## src/rtl/button_debounce_pulse_pkg.sv

```systemverilog
// Shared definitions for the push-button conditioner: FSM state encoding and
// a small helper used to size the repeat timer.
package button_debounce_pulse_pkg;

  // Debounce FSM states, 2-bit binary encoding.
  typedef enum logic [1:0] {
    ST_IDLE         = 2'd0,
    ST_PRESS_WAIT   = 2'd1,
    ST_HELD         = 2'd2,
    ST_RELEASE_WAIT = 2'd3
  } db_state_e;

  // Larger of two unsigned values; used for elaboration-time width sizing.
  function automatic int unsigned max_u(input int unsigned a, input int unsigned b);
    if (a > b) begin
      return a;
    end else begin
      return b;
    end
  endfunction

endpackage

```

## src/rtl/button_debounce_pulse_sync_2ff.sv

```systemverilog
// Two-flop synchroniser for a single asynchronous board input.
// Reusable for any slow external signal; reset clears both stages.
module button_debounce_pulse_sync_2ff (
  input  logic clk,
  input  logic rst_n,  // synchronous, active-high despite the name
  input  logic d,
  output logic q
);

  logic s1_q;
  logic s2_q;

  // Two-stage capture of the raw input into the clk domain
  always_ff @(posedge clk) begin
    if (rst_n) begin
      s1_q <= 1'b0;
      s2_q <= 1'b0;
    end else begin
      s1_q <= d;
      s2_q <= s1_q;
    end
  end

  assign q = s2_q;

endmodule

```

## src/rtl/button_debounce_pulse.sv

```systemverilog
// Push-button conditioner: synchronises the raw button, debounces it with a
// stability timer and produces press/release strobes plus hold-to-repeat
// steps. step_pulse is the count-enable for the LED counter.
module button_debounce_pulse
  import button_debounce_pulse_pkg::*;
#(
  parameter int unsigned DEBOUNCE_CYCLES     = 1_000_000,
  parameter bit          REPEAT_EN           = 1'b1,
  parameter int unsigned REPEAT_DELAY_CYCLES = 50_000_000,
  parameter int unsigned REPEAT_RATE_CYCLES  = 25_000_000
) (
  input  logic clk,
  input  logic rst_n,          // synchronous, active-high despite the name
  input  logic button,         // raw, asynchronous, 1 = pressed
  output logic debounced,
  output logic press_pulse,
  output logic release_pulse,
  output logic step_pulse
);

  localparam int DB_W = $clog2(DEBOUNCE_CYCLES) + 1;
  localparam int RP_W = $clog2(max_u(REPEAT_DELAY_CYCLES, REPEAT_RATE_CYCLES)) + 1;

  localparam logic [DB_W-1:0] DB_LAST    = DB_W'(DEBOUNCE_CYCLES - 1);
  localparam logic [DB_W-1:0] DB_ONE     = DB_W'(1);
  localparam logic [DB_W-1:0] DB_ZERO    = {DB_W{1'b0}};
  localparam logic [RP_W-1:0] RP_DLY_END = RP_W'(REPEAT_DELAY_CYCLES - 1);
  localparam logic [RP_W-1:0] RP_RAT_END = RP_W'(REPEAT_RATE_CYCLES - 1);
  localparam logic [RP_W-1:0] RP_ONE     = RP_W'(1);
  localparam logic [RP_W-1:0] RP_ZERO    = {RP_W{1'b0}};
  localparam logic [RP_W-1:0] RP_MAX     = {RP_W{1'b1}};

  logic            sb_s;
  logic [RP_W-1:0] rp_target_s;

  db_state_e       state_q,     state_d;
  logic [DB_W-1:0] db_cnt_q,    db_cnt_d;
  logic [RP_W-1:0] rp_cnt_q,    rp_cnt_d;
  logic            rp_first_q,  rp_first_d;   // next repeat uses the initial delay
  logic            debounced_q, debounced_d;
  logic            press_q,     press_d;
  logic            release_q,   release_d;
  logic            step_q,      step_d;

  button_debounce_pulse_sync_2ff u_sync (
    .clk   (clk),
    .rst_n (rst_n),
    .d     (button),
    .q     (sb_s)
  );

  // Repeat timer end point: long delay before the first step, then the rate
  always_comb begin
    rp_target_s = RP_RAT_END;
    if (rp_first_q) begin
      rp_target_s = RP_DLY_END;
    end else begin
      rp_target_s = RP_RAT_END;
    end
  end

  // Next-state, counter and strobe logic of the debounce FSM
  always_comb begin
    state_d     = state_q;
    db_cnt_d    = db_cnt_q;
    rp_cnt_d    = rp_cnt_q;
    rp_first_d  = rp_first_q;
    debounced_d = debounced_q;
    press_d     = 1'b0;
    release_d   = 1'b0;
    step_d      = 1'b0;

    case (state_q)
      ST_IDLE: begin
        db_cnt_d    = DB_ZERO;
        debounced_d = 1'b0;
        if (sb_s) begin
          state_d = ST_PRESS_WAIT;
        end else begin
          state_d = ST_IDLE;
        end
      end

      ST_PRESS_WAIT: begin
        if (!sb_s) begin
          state_d  = ST_IDLE;
          db_cnt_d = DB_ZERO;
        end else if (db_cnt_q == DB_LAST) begin
          // Accepted press: fresh repeat sequence starts here
          state_d     = ST_HELD;
          db_cnt_d    = DB_ZERO;
          rp_cnt_d    = RP_ZERO;
          rp_first_d  = 1'b1;
          debounced_d = 1'b1;
          press_d     = 1'b1;
          step_d      = 1'b1;
        end else begin
          db_cnt_d = db_cnt_q + DB_ONE;
        end
      end

      ST_HELD: begin
        if (!sb_s) begin
          state_d  = ST_RELEASE_WAIT;
          db_cnt_d = DB_ZERO;
        end else if (REPEAT_EN) begin
          if (rp_cnt_q == rp_target_s) begin
            step_d     = 1'b1;
            rp_cnt_d   = RP_ZERO;
            rp_first_d = 1'b0;
          end else if (rp_cnt_q != RP_MAX) begin
            rp_cnt_d = rp_cnt_q + RP_ONE;
          end else begin
            rp_cnt_d = rp_cnt_q;   // saturate; never wrap into a false match
          end
        end else begin
          rp_cnt_d = rp_cnt_q;
        end
      end

      ST_RELEASE_WAIT: begin
        // rp_cnt is left untouched here so a bounce resumes the repeat timing
        if (sb_s) begin
          state_d  = ST_HELD;
          db_cnt_d = DB_ZERO;
        end else if (db_cnt_q == DB_LAST) begin
          state_d     = ST_IDLE;
          db_cnt_d    = DB_ZERO;
          debounced_d = 1'b0;
          release_d   = 1'b1;
        end else begin
          db_cnt_d = db_cnt_q + DB_ONE;
        end
      end

      default: begin
        state_d     = ST_IDLE;
        db_cnt_d    = DB_ZERO;
        rp_cnt_d    = RP_ZERO;
        rp_first_d  = 1'b1;
        debounced_d = 1'b0;
      end
    endcase
  end

  // State, counters and registered outputs; reset aborts any hold silently
  always_ff @(posedge clk) begin
    if (rst_n) begin
      state_q     <= ST_IDLE;
      db_cnt_q    <= DB_ZERO;
      rp_cnt_q    <= RP_ZERO;
      rp_first_q  <= 1'b1;
      debounced_q <= 1'b0;
      press_q     <= 1'b0;
      release_q   <= 1'b0;
      step_q      <= 1'b0;
    end else begin
      state_q     <= state_d;
      db_cnt_q    <= db_cnt_d;
      rp_cnt_q    <= rp_cnt_d;
      rp_first_q  <= rp_first_d;
      debounced_q <= debounced_d;
      press_q     <= press_d;
      release_q   <= release_d;
      step_q      <= step_d;
    end
  end

  assign debounced     = debounced_q;
  assign press_pulse   = press_q;
  assign release_pulse = release_q;
  assign step_pulse    = step_q;

endmodule

```

## config.mk

```make
export PLATFORM = sky130hd
export DESIGN_NAME = button_debounce_pulse
export DESIGN_NICKNAME = d
export VERILOG_FILES = /design/src/rtl/button_debounce_pulse_pkg.sv /design/src/rtl/button_debounce_pulse_sync_2ff.sv /design/src/rtl/button_debounce_pulse.sv
export SDC_FILE = /design/constraint.sdc
export NUM_CORES = 1
export LEC_CHECK = 0
export ABC_AREA = 1
export CAP_MARGIN = 15
export CORE_ASPECT_RATIO = 1.75
export CORE_MARGIN = 2
export CORE_UTILIZATION = 44
export CTS_BUF_LIST = sky130_fd_sc_hd__clkbuf_4 sky130_fd_sc_hd__clkbuf_8
export DETAILED_ROUTE_END_ITERATION = 8
export PLACE_DENSITY = 0.62
export SETUP_SLACK_MARGIN = 0.5
export SYNTH_ARGS = -nofsm -noshare
export SYNTH_HDL_FRONTEND = slang
export SYNTH_HIERARCHICAL = 1
export SYNTH_SLANG_ARGS = --single-unit
```

## constraint.sdc

```tcl
create_clock -name clk -period 2.3 [get_ports clk]
set_input_delay 0.46 -clock clk [delete_from_list [all_inputs] [get_ports clk]]
set_output_delay 0.46 -clock clk [all_outputs]
set_load 0.05 [all_outputs]
```

---- Word level (Yosys, flattened, before mapping) ----
Cells that the tools add are included.
storage, ports and cells
  bits in registers ....................... 57
  output and inout port bits .............. 4
cells by class
  add/subtract/negate cells ............... 2
  equality and inequality tests ........... 16
  multiplexer cells ....................... 32
  bitwise operators ....................... 2
  reductions and logical operators ........ 9
operators by type and width
  kind                   number
  $mux 27                5
  $mux 21                4
  $pmux 21 s4            1
  $pmux 27 s2            1
  $add 27x1->27 const B  1
  $eq 27x27->1           1
  $ne 27x27->1 const B   1
  $mux 26                1
  $add 21x1->21 const B  1
  $eq 21x20->1 const B   1
  $reduce_and 5->1       3
  $mux 1                 11
  $mux 2                 5
  $ne 2x2->1 const B     5
  $pmux 2 s4             1
  $ne 3x3->1 const B     2
  $eq 2x2->1 const B     2
  $ne 2x1->1 const B     2
  $pmux 1 s2             2
  $ne 3x2->1 const B     1
  $pmux 1 s3             1
  $reduce_and 3->1       1
  $reduce_bool 3->1      1
  $reduce_or 3->1        1
  other kinds (5)        6

---- Logic depth before layout (Yosys ltp) ----
Gate-level depths: netlist of the first run.
  depth after elaboration ................. 5
  gate-level depth with buffers ........... 13
  gate-level depth less buffers ........... 12

---- Cells and area by module ----
The synthesis of the first run kept the hierarchy.
by module, submodules not included
  module                          instances  cells an instance  area each (µm²)  seq. area each (µm²)
  button_debounce_pulse           1          582                3617.2           1101.1
  button_debounce_pulse_sync_2ff  1          6                  55.1             40.0

---- Least setup slack after synthesis of the first run ----
No wires, ideal clock.
  path kind ............................... flip-flop to flip-flop
  start point ............................. reg state_q[0]
  end point ............................... reg db_cnt_q[3]
  setup time .............................. 64 ps
  data arrival time ....................... 1728 ps
  slack ................................... 509 ps
  cell stages (with the launch flop) ...... 14
  path buffers ............................ 2
  clock period less this slack ............ 1791 ps
  cells stage by stage .................... dfxtp_1 > inv_1 > ha_1 > buf_2 > nand2_2 > inv_2 > a21oi_2 > inv_1 > nor2_1 > buf_4 > inv_1 > o21ai_0 > inv_1 > nor2_1
between the ends
  word-level cells in the longest chain between the ends .. 2
  elaborated cells on any way between the ends .. 6
  those cells by class .................... eq/ne (4); mux (1); reduce/logical (1)
ends and longest elaborated chain
  item                                              line                          source
  from (decl)                                       button_debounce_pulse.sv:36   db_state_e state_q, state_d;
  from (signal assigned)                            button_debounce_pulse.sv:158  state_q <= state_d;
  $eq 2x2->1, or another cell as far along          button_debounce_pulse.sv:73   case (state_q)
  $pmux 21 s4 / $ne 2x2->1 (equally long branches)  n/a
  to (signal assigned)                              button_debounce_pulse.sv:159  db_cnt_q <= db_cnt_d;
  to (decl)                                         button_debounce_pulse.sv:37   logic [DB_W-1:0] db_cnt_q, db_cnt_d;
Several ways; a longest one is shown, not always the timed one.
A chain may end at the register's enable or synchronous reset.

---- Worst setup path after layout of the first run ----
  start point ............................. reg db_cnt_q[1]
  end point ............................... reg rp_cnt_q[24]
between the ends
  word-level cells in the longest chain between the ends .. 3
ends and longest elaborated chain
  item                               line                          source
  $eq 21x20->1                       button_debounce_pulse.sv:88   end else if (db_cnt_q == DB_LAST) begin
  $ne 2x2->1 (no source line)        n/a
  $reduce_and 5->1 (no source line)  n/a
  to (signal assigned)               button_debounce_pulse.sv:160  rp_cnt_q <= rp_cnt_d;
  to (decl)                          button_debounce_pulse.sv:38   logic [RP_W-1:0] rp_cnt_q, rp_cnt_d;
Every way passes these cells.

==> metrics.txt, run 1 <==
Vias=3,806; WP data arrival=2040 ps; clock skew=8.151 ps; GRT Total Usage=22.76%; Final TNS setup=0 ps; post-synthesis async set-or-reset flop share=0%; EDFF count, synth=0; I/O Buffers=6; Tmin final=1751 ps; Worst Hold Launch=u_sync/s1_q; # Max-Cap Violations=0; die height=124.9 um; routability cong.=0.9285; status=finished clean; final worst setup slack=549.5 ps; crit path launch type=register; synth top area cells=dfxtp_1 31%, nand2_1 18%, nor2_1 11%; synthesized area per cell=6.245 um^2; fin crit share=76.11%; slew at the pin closest to its max-slew limit=486.5 ps; hold buffers post-CTS=0; dominant cell type by area after synthesis=dfxtp_1; largest net degree at the start of global routing=30; Post-DRT Antenna Nets=0; antenna violations before repair=0; Rows=44; cell area after synthesis=3672 um^2; commonest cells after routing, fill and taps aside=169 x nand2_1, 89 x nor2_1, 65 x inv_1; vias in the first global route=3,574; first-pass GRT wire length=16.19 mm; CTS Buf Count=9; Critical R2R Launch=db_cnt_q[1]; core area=8203 um^2; # DRC=0; antenna diode count=0; share of cells above drive strength 1=24.25%; Sink Count=57; number of distinct library cells after synthesis=37; synth warn=6; CTS tree=done; HPWL Detailed=6.769 mm; Biggest register=rp_cnt_q; Area Growth Syn to Fin=26.13%; Net Count, Synth=597; FF-to-FF End=rp_cnt_q[24]; Max Buffers Root-to-Sink=2; unrepaired setup endpoints after global routing=true; crit end category=register; P per Cell Area=477.0 nW/um^2; Initial Util=44.77%; Hold EP=u_sync/q; Critical Path RT=2590 ps; drt pass-1 iters=5; clk slew on worst S/H paths=70 ps; Synth Flop Type=dfxtp_1; Hold Vio Cnt, Final=0; Root Buffer=clkbuf_8; clk_lat worst skew=360 ps; R2R depth=10; LEAKAGE=1.782 nW; top flop regs=rp_cnt_q: 27 flops, db_cnt_q: 21 flops; Vias per Instance=5.264; sequential cell area fraction in the yosys report=31.07%; IO Pins=7; slew margin rel.=67.69%; VDD IR max=0.2822 mV; Mapped Cells=588; commonest non-fill, non-tap cell in the layout=nand2_1; Largest register FFs=27; drt wl/cell=14.52 um; Worst Setup Path Type=register to register; Setup Viol. Count Final=0; chip width=73.06 um; H-tree depth=3; Slew Viols, Final=0; Layout Nets=635; crit-path max FO=8; initial DRC count=165; Hold Crit Class=register to register; GR Overflow Total=0; routed wire length=10.50 mm; R2R setup slack=550 ps; top achievable clock speed=0.5713 GHz; Setup WS pre-CTS=233.7 ps; Hold Path Stages=2; DIE AREA=9122 um^2; Yosys top cell area share=31.07%; Yosys reg bits=57
## worst max path at each step
stage | from | to | slack (ps) | cells after the start
floorplan | state_q[0] | db_cnt_q[3] | 510 | 13
global placement | rp_cnt_q[0] | rp_cnt_q[24] | 290 | 12
detailed placement | rp_cnt_q[0] | rp_cnt_q[13] | 230 | 12
CTS | db_cnt_q[1] | db_cnt_q[18] | 500 | 11
global route | db_cnt_q[1] | db_cnt_q[19] | 450 | 10
finish | db_cnt_q[1] | rp_cnt_q[24] | 550 | 10
## metal layers
metal / global-route usage (%) / wire [um]
met1: 22.98 / 3845
met2: 42.08 / 5973
met3: 4.369 / 319
met4: 11.33 / 360
met5: 0 / 0
## synthesized netlist by cell type (2+ instances only)
cell type and instances:
a21oi_2 11, nand2_2 3, dfxtp_1 57, xor2_1 12, nor2_1 108, nor3_1 9, buf_4 3, a21oi_1 29
nor2_2 4, inv_1 69, buf_1 2, nand3_2 10, nand2_4 2, o211ai_1 5, xnor2_1 4, nand3_1 32
nand2_1 175, nand4_1 5, inv_2 2, o21ai_0 15, buf_2 4, nand4_2 2, nor2_4 2, clkbuf_1 5
ha_1 6
## power by group
| part | total, mW | internal (mW) | switching [mW] | leakage, nW |
|---|---|---|---|---|
| sequential | 1.00 | 0.994 | 0.0102 | 0.469 |
| combinational | 0.107 | 0.0411 | 0.0660 | 1.20 |
| clock | 1.10 | 0.665 | 0.434 | 0.115 |
## final cells by class
type	instances	area, um^2
Clock inverter	5	77.57
Fill cell	796	3571
Clock buffer	11	151.4
Tap cell	92	115.1
Timing Repair Buffer	44	454.2
Multi-Input combinational cell	443	2392
Inverter	71	272.8
Sequential cell	57	1169
## per-stage QoR
step	cell area, um^2	cells	power (mW)	hold WS (ps)	util [%]
after floorplan	3672	588	1.084	388.3	-
after global placement	3855	679	1.111	398.5	47.00
after detailed placement	3855	679	1.112	405.6	47.00
after CTS	4272	707	2.212	415.6	52.07
after global routing	4632	723	2.277	441.8	56.47
final	4632	723	2.210	407.1	56.47
## cells by family after synthesis
logic type,share of synthesized area (%)
buf+inv,10.12
simple gates,42.49
xor+xnor,3.816
fa+ha+maj,2.044
compound gates,10.46
flops,31.07
## critical path, cell delays in order (launching register included)
cell and delay, ps:
dfxtp_2 360, ha_4 150, nand2_4 60, nor3_4 210, nand3_2 130, nand2_4 130, nand4_4 190, buf_12 210
nor2_1 110, nor2_1 50, nor2_1 80
## timing repair
item	in CTS	in global routing
gates cloned	1	3
resized for setup	31	62
pin swaps	8	13
endpoints found under the setup margin	47	38
buffers inserted	11	13
Note: power is estimated with default switching activity, not from simulation.
==> run 2: changes to the inputs <==
- clock period: 2.3 -> 1.7 ns (I/O delays scaled with it)
==> metrics.txt, run 2 (synthesis gave the netlist of run 1 again) <==
drt pass-1 iters=5 (unchanged); # Max-Cap Violations=0 (unchanged); Root Buffer=clkbuf_8; drt wl/cell=14.64 um (+0.85%); Worst Setup Path Type=register to register; Comb power frac=6.5% (+1.7 points); Setup WS pre-CTS=-150.1 ps (-383.8 ps); DIE AREA=9122 um^2 (unchanged); Sink Count=57 (unchanged); first-pass GRT wire length=17.71 mm (+9.4%); top achievable clock speed=0.5743 GHz (+0.54%); antenna violations before repair=0 (unchanged); top flop regs=rp_cnt_q: 27 flops, db_cnt_q: 21 flops; routed wire length=11.09 mm (+5.6%); Slew Viols, Final=0 (unchanged); IO Pins=7 (unchanged); Vias=3,947 (+3.7%); WP data arrival=2030 ps (about the same); CTS tree=done; chip width=73.06 um (unchanged); share of cells above drive strength 1=32.03% (+7.8 points); switching share of total power=24.73% (+1.6 points); antenna diode count=0 (unchanged); H-tree depth=3 (unchanged); Cell Area, Placed=4355 um^2 (+13%); clock skew=10.44 ps (+2.287 ps); Vias per Instance=5.214 (-0.95%); unrepaired setup endpoints after global routing=true; Post-DRT Antenna Nets=0 (unchanged); initial DRC count=228 (+38%); Rows=44 (unchanged); slew margin rel.=75.60% (+7.9 points); Hold Vio Cnt, Final=0 (unchanged); Tmin final=1741 ps (-9.396 ps); die height=124.9 um (unchanged); Initial Util=44.77% (unchanged); GRT Total Usage=25.18% (+2.4 points); LEAKAGE=1.964 nW (+10%); Max Buffers Root-to-Sink=2 (unchanged); vias in the first global route=3,946 (+10%); Area Growth Syn to Fin=36.25%; final worst setup slack=-41.12 ps (-590.6 ps); clock share of power=43.7% (-6.0 points); Switch Pwr=673.5 uW (+32%); hold buffers post-CTS=0 (unchanged); clk_lat worst skew=350 ps (about the same); CTS Buf Count=9 (unchanged); Hold Crit Class=register to register; status=finished, violations left; routability cong.=0.8930 (-3.8%); non-filler instance count after layout=757 (+4.7%); fin crit share=102.4% (+26 points); Biggest register=rp_cnt_q; crit end category=register; slew at the pin closest to its max-slew limit=364.7 ps (-121.8 ps); clk slew on worst S/H paths=70 ps (about the same); violated checks=setup timing; total power=2.723 mW (+23%); commonest cells after routing, fill and taps aside=162 x nand2_1, 84 x nor2_1, 62 x inv_1; largest net degree at the start of global routing=28 (-6.7%); crit path launch type=register; Flop pwr share=49.8% (+4.4 points); Final Cell Area=5004 um^2 (+8.0%); VDD IR max=0.4977 mV (+76%); placed insts=729 (+7.4%); I/O Buffers=6 (unchanged); Internal=2.049 mW (+21%); Largest register FFs=27 (unchanged); GR Overflow Total=0 (unchanged); Setup Viol. Count Final=19 (+19); HPWL Detailed=7.809 mm (+15%); P per Cell Area=544.2 nW/um^2 (+14%); # DRC=0 (unchanged); Final TNS setup=-259.5 ps (-259.5 ps); Critical Path RT=1990 ps (-600 ps); crit-path max FO=15 (+7); core area=8203 um^2 (unchanged); R2R setup slack=-40 ps (-590 ps); Layout Nets=669 (+5.4%); commonest non-fill, non-tap cell in the layout=nand2_1
==> run 2: cell types whose count changed in the layout (fill, tap and decap cells not counted), sizes merged <==
cell and delta:
buf +39, clkbuf +1, clkinvlp -2, dlygate4sd2 -4
clkinv +1, bufinv -2, inv +1
==> run 2: path summary, 6_finish.rpt <==
path / startpoint / end / depth (start not counted)
setup reg to reg: db_cnt_q[0] / rp_cnt_q[15] / 10
hold reg to reg: u_sync/s1_q / u_sync/q / 2
setup / recovery: db_cnt_q[0] / rp_cnt_q[15] / 10
hold / removal: u_sync/s1_q / u_sync/q / 2
==> run 2: power by group through the flow <==
| stage | Sequential [mW] | Clock, mW | Combinational [mW] |
|---|---|---|---|
| after floorplan | 1.39 | 0 | 0.0857 |
| after CTS | 1.36 | 1.22 | 0.165 |
| after detailed placement | 1.39 | 0 | 0.142 |
| after global routing | 1.36 | 1.28 | 0.191 |
| after global placement | 1.39 | 0 | 0.139 |
| final | 1.36 | 1.19 | 0.176 |
==> run 2: metal layers <==
metal	track usage [%]	vias up	part of all wire, %
met2	46.32	55	58
li1	-	1984	-
met1	24.69	1877	36
met4	17.10	0	4.2
met3	2.994	31	2.6
met5	0	-	0
==> run 2: critical path, stage by stage, from the launching register on <==
cell and delay [ps]:
dfxtp_4 360, ha_4 150, nand2_4 60, nor3_4 260, nand3_4 160, nand2_8 120
nand4_4 140, buf_12 210, nor2_2 100, nor2_1 50, nor2_1 80
==> run 2: repair_timing <==
| action | 4_1_cts | 5_1_grt |
|---|---|---|
| endpoints found under the setup margin | 57 | 57 |
| endpoints found under the hold margin | 0 | 0 |
| resized for setup | 53 | 46 |
| setup buffers | 10 | 0 |
| cloned | 1 | 1 |
| pin swaps | 13 | 8 |
==> run 2: metrics by stage <==
stage	hold WS (ps)	util, %
floorplan	388.3	-
global placement	406.7	53.10
detailed placement	409.0	53.10
CTS	420.4	58.82
global route	421.4	61.00
finish	409.5	61.00
==> run 2: area by class of cell <==
| type | count | area (um^2) |
|---|---|---|
| fill | 780 | 3199 |
| multi-input combinational | 443 | 2535 |
| sequential | 57 | 1164 |
| timing repair buffer | 78 | 721.9 |
| inverter | 71 | 286.5 |
| clock buffer | 13 | 166.4 |
| tap | 92 | 115.1 |
| clock inverter | 3 | 15.01 |
